File: src/rtl/demux16b_1x2_pkg.sv
// Shared constants and types for the 1-to-2 word demultiplexer and its channel FIFOs.
package demux16b_1x2_pkg;

    localparam int DATA_W_DEF = 16;
    localparam int CNT_W_DEF  = 8;
    localparam int FIFO_DEPTH = 2;
    localparam int NUM_CH     = 2;

    // Pointers wrap naturally because FIFO_DEPTH is a power of two.
    localparam int PTR_W = $clog2(FIFO_DEPTH);
    localparam int OCC_W = $clog2(FIFO_DEPTH + 1);

    typedef enum logic {
        CH0 = 1'b0,
        CH1 = 1'b1
    } chan_e;

endpackage

File: src/rtl/demux16b_1x2_if.sv
// Source-side and sink-side handshake bundle of the demultiplexer.
interface demux16b_1x2_if
    import demux16b_1x2_pkg::*;
#(
    parameter int DATA_W = DATA_W_DEF,
    parameter int CNT_W  = CNT_W_DEF
);
    logic              in_valid;
    logic              in_ready;
    logic              in_addr;
    logic [DATA_W-1:0] in_data;

    logic              out0_valid;
    logic              out0_ready;
    logic [DATA_W-1:0] out0_data;
    logic [CNT_W-1:0]  out0_cnt;

    logic              out1_valid;
    logic              out1_ready;
    logic [DATA_W-1:0] out1_data;
    logic [CNT_W-1:0]  out1_cnt;

    modport master (
        output in_valid, in_addr, in_data, out0_ready, out1_ready,
        input  in_ready, out0_valid, out0_data, out0_cnt,
               out1_valid, out1_data, out1_cnt
    );

    modport slave (
        input  in_valid, in_addr, in_data, out0_ready, out1_ready,
        output in_ready, out0_valid, out0_data, out0_cnt,
               out1_valid, out1_data, out1_cnt
    );

endinterface

File: src/rtl/demux16b_1x2_fifo2.sv
// Small register FIFO used as the per-channel buffer; storage is cleared on reset so
// dout reads zero afterwards.
module fifo2
    import demux16b_1x2_pkg::*;
#(
    parameter int DATA_W = DATA_W_DEF
) (
    input  logic              clk,
    input  logic              rst,
    input  logic              push,
    input  logic              pop,
    input  logic [DATA_W-1:0] din,
    output logic [DATA_W-1:0] dout,
    output logic              full,
    output logic              empty
);
    logic [DATA_W-1:0] mem_reg [FIFO_DEPTH];
    logic [PTR_W-1:0]  wr_ptr_reg;
    logic [PTR_W-1:0]  rd_ptr_reg;
    logic [OCC_W-1:0]  occ_reg;
    logic              do_push;
    logic              do_pop;

    assign full    = (occ_reg == OCC_W'(FIFO_DEPTH));
    assign empty   = (occ_reg == '0);
    assign do_push = push && !full;
    assign do_pop  = pop && !empty;
    assign dout    = mem_reg[rd_ptr_reg];

    always_ff @(posedge clk or posedge rst) begin
        if (rst) begin
            for (int i = 0; i < FIFO_DEPTH; i++) begin
                mem_reg[i] <= '0;
            end
            wr_ptr_reg <= '0;
            rd_ptr_reg <= '0;
            occ_reg    <= '0;
        end else begin
            if (do_push) begin
                mem_reg[wr_ptr_reg] <= din;
                wr_ptr_reg          <= wr_ptr_reg + PTR_W'(1);
            end
            if (do_pop) begin
                rd_ptr_reg <= rd_ptr_reg + PTR_W'(1);
            end
            case ({do_push, do_pop})
                2'b10:   occ_reg <= occ_reg + OCC_W'(1);
                2'b01:   occ_reg <= occ_reg - OCC_W'(1);
                default: occ_reg <= occ_reg;
            endcase
        end
    end

endmodule

File: src/rtl/demux16b_1x2.sv
// Routes each accepted word to one of two buffered channels and counts the words
// delivered on each channel.
module demux16b_1x2
    import demux16b_1x2_pkg::*;
#(
    parameter int DATA_W = DATA_W_DEF,
    parameter int CNT_W  = CNT_W_DEF
) (
    input  logic           clk,
    input  logic           rst,
    demux16b_1x2_if.slave  bus
);
    logic [NUM_CH-1:0] push;
    logic [NUM_CH-1:0] pop;
    logic [NUM_CH-1:0] full;
    logic [NUM_CH-1:0] empty;
    logic [NUM_CH-1:0] out_ready;
    logic              in_ready;
    chan_e             sel;

    assign sel       = chan_e'(bus.in_addr);
    assign out_ready = {bus.out1_ready, bus.out0_ready};

    // Readiness depends only on registered occupancy, so a full channel stays closed
    // even in a cycle where it is popping.
    assign in_ready     = (sel == CH1) ? !full[1] : !full[0];
    assign bus.in_ready = in_ready;

    generate
        for (genvar gi = 0; gi < NUM_CH; gi++) begin : ch_g
            logic [DATA_W-1:0] dout;
            logic [CNT_W-1:0]  cnt_reg;

            assign push[gi] = bus.in_valid && in_ready && (sel == chan_e'(gi));
            assign pop[gi]  = !empty[gi] && out_ready[gi];

            fifo2 #(.DATA_W(DATA_W)) u_fifo (
                .clk   (clk),
                .rst   (rst),
                .push  (push[gi]),
                .pop   (pop[gi]),
                .din   (bus.in_data),
                .dout  (dout),
                .full  (full[gi]),
                .empty (empty[gi])
            );

            always_ff @(posedge clk or posedge rst) begin
                if (rst) begin
                    cnt_reg <= '0;
                end else if (pop[gi]) begin
                    cnt_reg <= cnt_reg + CNT_W'(1);
                end
            end
        end
    endgenerate

    assign bus.out0_valid = !empty[0];
    assign bus.out0_data  = ch_g[0].dout;
    assign bus.out0_cnt   = ch_g[0].cnt_reg;
    assign bus.out1_valid = !empty[1];
    assign bus.out1_data  = ch_g[1].dout;
    assign bus.out1_cnt   = ch_g[1].cnt_reg;

endmodule

File: src/flat_wrapper.sv
// flat-port wrapper written by rule: the top's interface ports become plain ports
module demux16b_1x2_flat import demux16b_1x2_pkg::*;
#(
    parameter int DATA_W = DATA_W_DEF,
    parameter int CNT_W  = CNT_W_DEF
)
  (clk, rst, bus_in_valid, bus_in_addr, bus_in_data, bus_out0_ready, bus_out1_ready, bus_in_ready, bus_out0_valid, bus_out0_data, bus_out0_cnt, bus_out1_valid, bus_out1_data, bus_out1_cnt);
  demux16b_1x2_if #(.DATA_W(DATA_W), .CNT_W(CNT_W)) bus_i ();
  input  logic clk;
  input  logic rst;
  input wire logic [$bits(bus_i.in_valid)-1:0] bus_in_valid;
  input wire logic [$bits(bus_i.in_addr)-1:0] bus_in_addr;
  input wire logic [$bits(bus_i.in_data)-1:0] bus_in_data;
  input wire logic [$bits(bus_i.out0_ready)-1:0] bus_out0_ready;
  input wire logic [$bits(bus_i.out1_ready)-1:0] bus_out1_ready;
  output wire logic [$bits(bus_i.in_ready)-1:0] bus_in_ready;
  output wire logic [$bits(bus_i.out0_valid)-1:0] bus_out0_valid;
  output wire logic [$bits(bus_i.out0_data)-1:0] bus_out0_data;
  output wire logic [$bits(bus_i.out0_cnt)-1:0] bus_out0_cnt;
  output wire logic [$bits(bus_i.out1_valid)-1:0] bus_out1_valid;
  output wire logic [$bits(bus_i.out1_data)-1:0] bus_out1_data;
  output wire logic [$bits(bus_i.out1_cnt)-1:0] bus_out1_cnt;
  assign bus_i.in_valid = bus_in_valid;
  assign bus_i.in_addr = bus_in_addr;
  assign bus_i.in_data = bus_in_data;
  assign bus_i.out0_ready = bus_out0_ready;
  assign bus_i.out1_ready = bus_out1_ready;
  assign bus_in_ready = bus_i.in_ready;
  assign bus_out0_valid = bus_i.out0_valid;
  assign bus_out0_data = bus_i.out0_data;
  assign bus_out0_cnt = bus_i.out0_cnt;
  assign bus_out1_valid = bus_i.out1_valid;
  assign bus_out1_data = bus_i.out1_data;
  assign bus_out1_cnt = bus_i.out1_cnt;
  demux16b_1x2 #(.DATA_W(DATA_W), .CNT_W(CNT_W)) u_core (.clk(clk), .rst(rst), .bus(bus_i));
endmodule
File: config.mk
export PLATFORM = sky130hd
export DESIGN_NAME = demux16b_1x2_flat
export DESIGN_NICKNAME = d
export VERILOG_FILES = /design/src/rtl/demux16b_1x2_pkg.sv /design/src/rtl/demux16b_1x2_if.sv /design/src/rtl/demux16b_1x2_fifo2.sv /design/src/rtl/demux16b_1x2.sv /design/src/flat_wrapper.sv
export SDC_FILE = /design/constraint.sdc
export NUM_CORES = 1
export LEC_CHECK = 0
export CAP_MARGIN = 15
export CORE_UTILIZATION = 40
export DETAILED_ROUTE_END_ITERATION = 8
export HOLD_SLACK_MARGIN = 0.03
export PLACE_DENSITY = 0.66
export SETUP_SLACK_MARGIN = 0.15
export SLEW_MARGIN = 30
export SYNTH_ARGS = -nofsm -noshare
export SYNTH_HDL_FRONTEND = slang
export SYNTH_SLANG_ARGS = --single-unit
File: constraint.sdc
create_clock -name clk -period 3.23 [get_ports clk]
set_clock_uncertainty 0.15 [all_clocks]
set_input_delay 0.969 -clock clk [delete_from_list [all_inputs] [get_ports clk]]
set_output_delay 0.969 -clock clk [all_outputs]
set_load 0.02 [all_outputs]
==> results by stage <==
Global routing:
- The initial antenna violation count came to 0.
- Across every metal layer, demand over resource in global routing totals 0.156.
- The met3 demand-to-capacity share in global routing is 0.0363.
- The first-pass GRT wire length is 12.2 mm.
- The via count of the first global-routing pass was 2,436.
- The global routing met2 resource utilization is 0.235.
- met2 is the most crowded layer.
- The pin count of the biggest net entering global routing is 39.
- The global route total overflow is 0.
- The global-route track usage on met1 is 0.217.

Synthesis:
- The area fraction of the dominant cell type after synthesis is 0.548.
- Of the synthesized area, sequential elements account for 0.548.
- Counting every net in the synthesized netlist gives slightly below 300.
- In this run, synthesis inferred 0 flip-flops with an integrated enable.
- The post-synthesis compound-gate area fraction is 0.00561.
- Of the post-synthesis cell area, the part taken by muxes is 0.288.
- Of the total synthesized cell area, the portion taken by AND, OR, NAND and NOR gates is 0.0660.
- The average instance in the mapped netlist occupies 14.9 um^2.
- The Yosys step of the flow raised 0 warnings.
- Synthesis handed over a netlist of 270 instances.
- The largest family of logic cells by synthesized area is multiplexers.
- Of the total synthesized cell area, the portion taken by full adders, half adders and majority gates is 0.0125.
- The synthesized netlist contains 30 unique library cells.
- The async set-or-reset flop fraction in the synthesized netlist is 1.00.
- In the synthesized netlist the dominant register cell turns out to be sky130_fd_sc_hd__dfrtp_1.
- The synthesized design contains between 80 and 90 register bits.
- By area the synthesized netlist is led by sky130_fd_sc_hd__dfrtp_1 55%, sky130_fd_sc_hd__mux2_2 21%, sky130_fd_sc_hd__mux2_4 7.5%.
- The synthesized area is 0.00402 mm^2.
- The parity-gate share of the synthesized area counting xor and xnor cells is 0.0523.
- The cell taking the most area after synthesis is sky130_fd_sc_hd__dfrtp_1.

Timing:
- The worst slew margin relative to its limit is 0.587.
- The final critical delay including setup and external delays is 3.00 ns.
- Timing would allow up to around 330 MHz.
- The max-slew violation count is 0.
- The final clock period utilization by the worst path is 0.928.
- Setup repair after global routing left no endpoint under its margin.
- The number of hold violations in the final report came to 0.
- Setup violations remaining at the end of the flow were counted as 0.
- For the pin with the worst max-slew slack, the measured transition is 0.618 ns.
- Final hold analysis gives a worst-case slack of 0.319 ns.

Worst setup path:
- The worst setup path is captured at a primary output.
- The worst reg-to-reg setup slack is roughly 1.4 ns.
- The worst setup path is of the flip-flop to primary output kind.
- The critical path required time is 2.11 ns.
- For the worst setup path, the data arrival time is 1.88 ns.
- The highest fanout seen on the critical path is 15.
- The launching element type of the critical path is a flip-flop.

Routing:
- The mean number of vias per cell is 4.86.
- After detailed routing, the average wire length per cell comes to around 15 um.
- Wires add up to about 7.4 mm.
- The remaining number of nets flagged by the antenna check after routing is 0.
- The number of iterations in the first detailed-routing pass is 4.
- The via total after detailed routing is around 2,400.
- The DRC marker count from the first detailed-route iteration is 36.
- For this run, design rule violations remaining after detail routing come to 0.

Final layout:
- The count of antenna diodes in the layout is 0.
- The layout cell share with drive strength beyond 1 is 0.363.
- The layout-stage area growth over the synthesis result is 27.3%.
- Once layout is done, the placed cells without fillers occupy ~0.0051 mm^2.
- The register with the most flip-flops in the layout has 64 of them.
- The final layout contains ~380 nets.

Die:
- The number of rows in the core area is 36.
- The initial utilization of the core area, before any placement, comes to 0.411.
- The horizontal die dimension is 102 um.
- The core region area is 0.00977 mm^2.
- 73 I/O pins were placed.
- The height of the die is 102 um.
- The die covers between 0.01 and 0.015 mm^2.

CTS:
- After clock tree synthesis, the setup repair step added 0 buffers.
- The clock-pin slew reported for the worst setup and hold paths after clock tree synthesis is 0.08 ns.
- The number of H-tree levels is 3.
- The buffer levels on the longest clock path is 2.
- For this design, the sink count on the clock tree is 88.
- The number of hold buffers added after cts is 0.
- The tree is rooted in a sky130_fd_sc_hd__clkbuf_8.
- The clock latency of the later-clocked register in the worst-skew pair is 0.35 ns.
- The CTS buffer count is 9.
- The CTS tree is built.

Placement:
- The half-perimeter wire length after placement is 4.96 mm.
- The final weighted congestion of routability-driven global placement is 0.717.
- The placed instances occupy a cell area of 0.00491 mm^2.
- The count of input and output buffers is 72.

Power:
- The power density over the cells is 1090 mW/mm^2.
- The worst ir drop on vdd is 466 uV.
- The analysis attributes to cell leakage a power of 2.23 nW.

Run status:
- The run finished with clean final reports.

Min path:
- The tightest min-delay check is of the flip-flop to flip-flop type.

Flow run:
- Max-cap violations in this run came to 0.
timing repair:
item	in CTS	in global routing
endpoints found under the hold margin	0	0
pin swaps	0	0
endpoints found under the setup margin	16	15
resized for setup	2	7
final cells by class:
type	count	area (um^2)
Tap cell	133	166
Inverter	3	15.0
Clock buffer	11	141
Timing Repair Buffer	80	831
Sequential cell	88	2200
Fill cell	866	4660
Multi-Input combinational cell	168	1700
Clock inverter	5	56.3
cell families (layout without fill, tap and decap cells):
group / Yosys count / count (layout)
adder cells (fa/ha/maj): 4 / 4
AO/OA/AOI/OAI: 3 / 3
buffers and inverters: 14 / 99
flip-flops: 88 / 88
multiplexers: 96 / 96
XOR/XNOR: 24 / 24
AND/OR/NAND/NOR: 41 / 41
power by group:
part | switching [mW] | leakage, nW | internal (mW)
registers | 0.365 | 1.06 | 1.64
clock network | 0.378 | 0.0993 | 0.378
logic | 1.22 | 1.07 | 1.61
per-stage QoR:
step / setup TNS, ns / power [mW] / setup WS (ns) / utilization / std cells
after global routing: 0 / 5.95 / 0.150 / 0.523 / 488
after floorplan: 0 / 3.80 / 0.576 / - / 270
final: 0 / 5.59 / 0.232 / 0.523 / 488
after global placement: -0.131 / 4.83 / -0.131 / 0.502 / 472
after detailed placement: -0.160 / 4.89 / -0.160 / 0.502 / 472
after CTS: 0 / 5.67 / 0.124 / 0.522 / 488
synth_stat cells, types with 3 or more instances:
cell type,instances
sky130_fd_sc_hd__inv_1,3
sky130_fd_sc_hd__dfrtp_1,88
sky130_fd_sc_hd__ha_1,4
sky130_fd_sc_hd__nor3_1,4
sky130_fd_sc_hd__mux2_4,20
sky130_fd_sc_hd__nor2_1,5
sky130_fd_sc_hd__nand2_1,11
sky130_fd_sc_hd__nand4_1,6
sky130_fd_sc_hd__xnor2_1,16
sky130_fd_sc_hd__xor2_1,8
sky130_fd_sc_hd__nand3_1,3
sky130_fd_sc_hd__mux2_2,76
layer usage:
layer | wire (um) | share of wire | vias to the layer above
met5 | 0 | 0 | -
met4 | 124 | 0.017 | 0
met3 | 384 | 0.052 | 9
met2 | 3310 | 0.44 | 55
met1 | 3620 | 0.49 | 1198
li1 | - | - | 1109
critical path, cell delays in order (launching register included):
cell	delay [ns]
sky130_fd_sc_hd__dfrtp_1	0.42
sky130_fd_sc_hd__buf_8	0.20
sky130_fd_sc_hd__mux2_2	0.35
sky130_fd_sc_hd__clkdlybuf4s50_1	0.54
worst paths after layout:
| kind | start | to | cells after the start |
|---|---|---|---|
| worst max register to register | u_core.ch_g[0].u_fifo.occ_reg[1]$_DFFE_PP0P_ | u_core.ch_g[0].u_fifo.occ_reg[1]$_DFFE_PP0P_ | 5 |
| min in group asynchronous | rst | u_core.bus.out0_cnt[5]$_DFFE_PP0P_ | 2 |
| worst min-delay path | u_core.bus.out0_cnt[7]$_DFFE_PP0P_ | u_core.bus.out0_cnt[7]$_DFFE_PP0P_ | 1 |
| worst min register to register | u_core.bus.out0_cnt[7]$_DFFE_PP0P_ | u_core.bus.out0_cnt[7]$_DFFE_PP0P_ | 1 |
| max in group asynchronous | rst | u_core.ch_g[1].u_fifo.mem_reg[16]$_DFFE_PP0P_ | 3 |
| worst max-delay path | u_core.ch_g[0].u_fifo.rd_ptr_reg$_DFFE_PP0P_ | bus_out0_data[13] | 3 |
cells in the final DEF (no fill, tap or decap), drive strengths merged:
cell and n:
mux2 96, dfrtp 88, clkdlybuf4s50 67, xnor2 16, clkbuf 12, nand2 11, xor2 8, buf 8
nand4 7, nor2 5, nor3 5, ha 4, dlymetal6s2s 4, nand3 3, clkinv 3, o21ai 2
inv 2, or2 2, clkinvlp 2, and3 2, nand2b 2, nand4b 1, nand3b 1, and4bb 1
nor2b 1, a21oi 1, bufinv 1
Power figures use the tool's default switching activity.
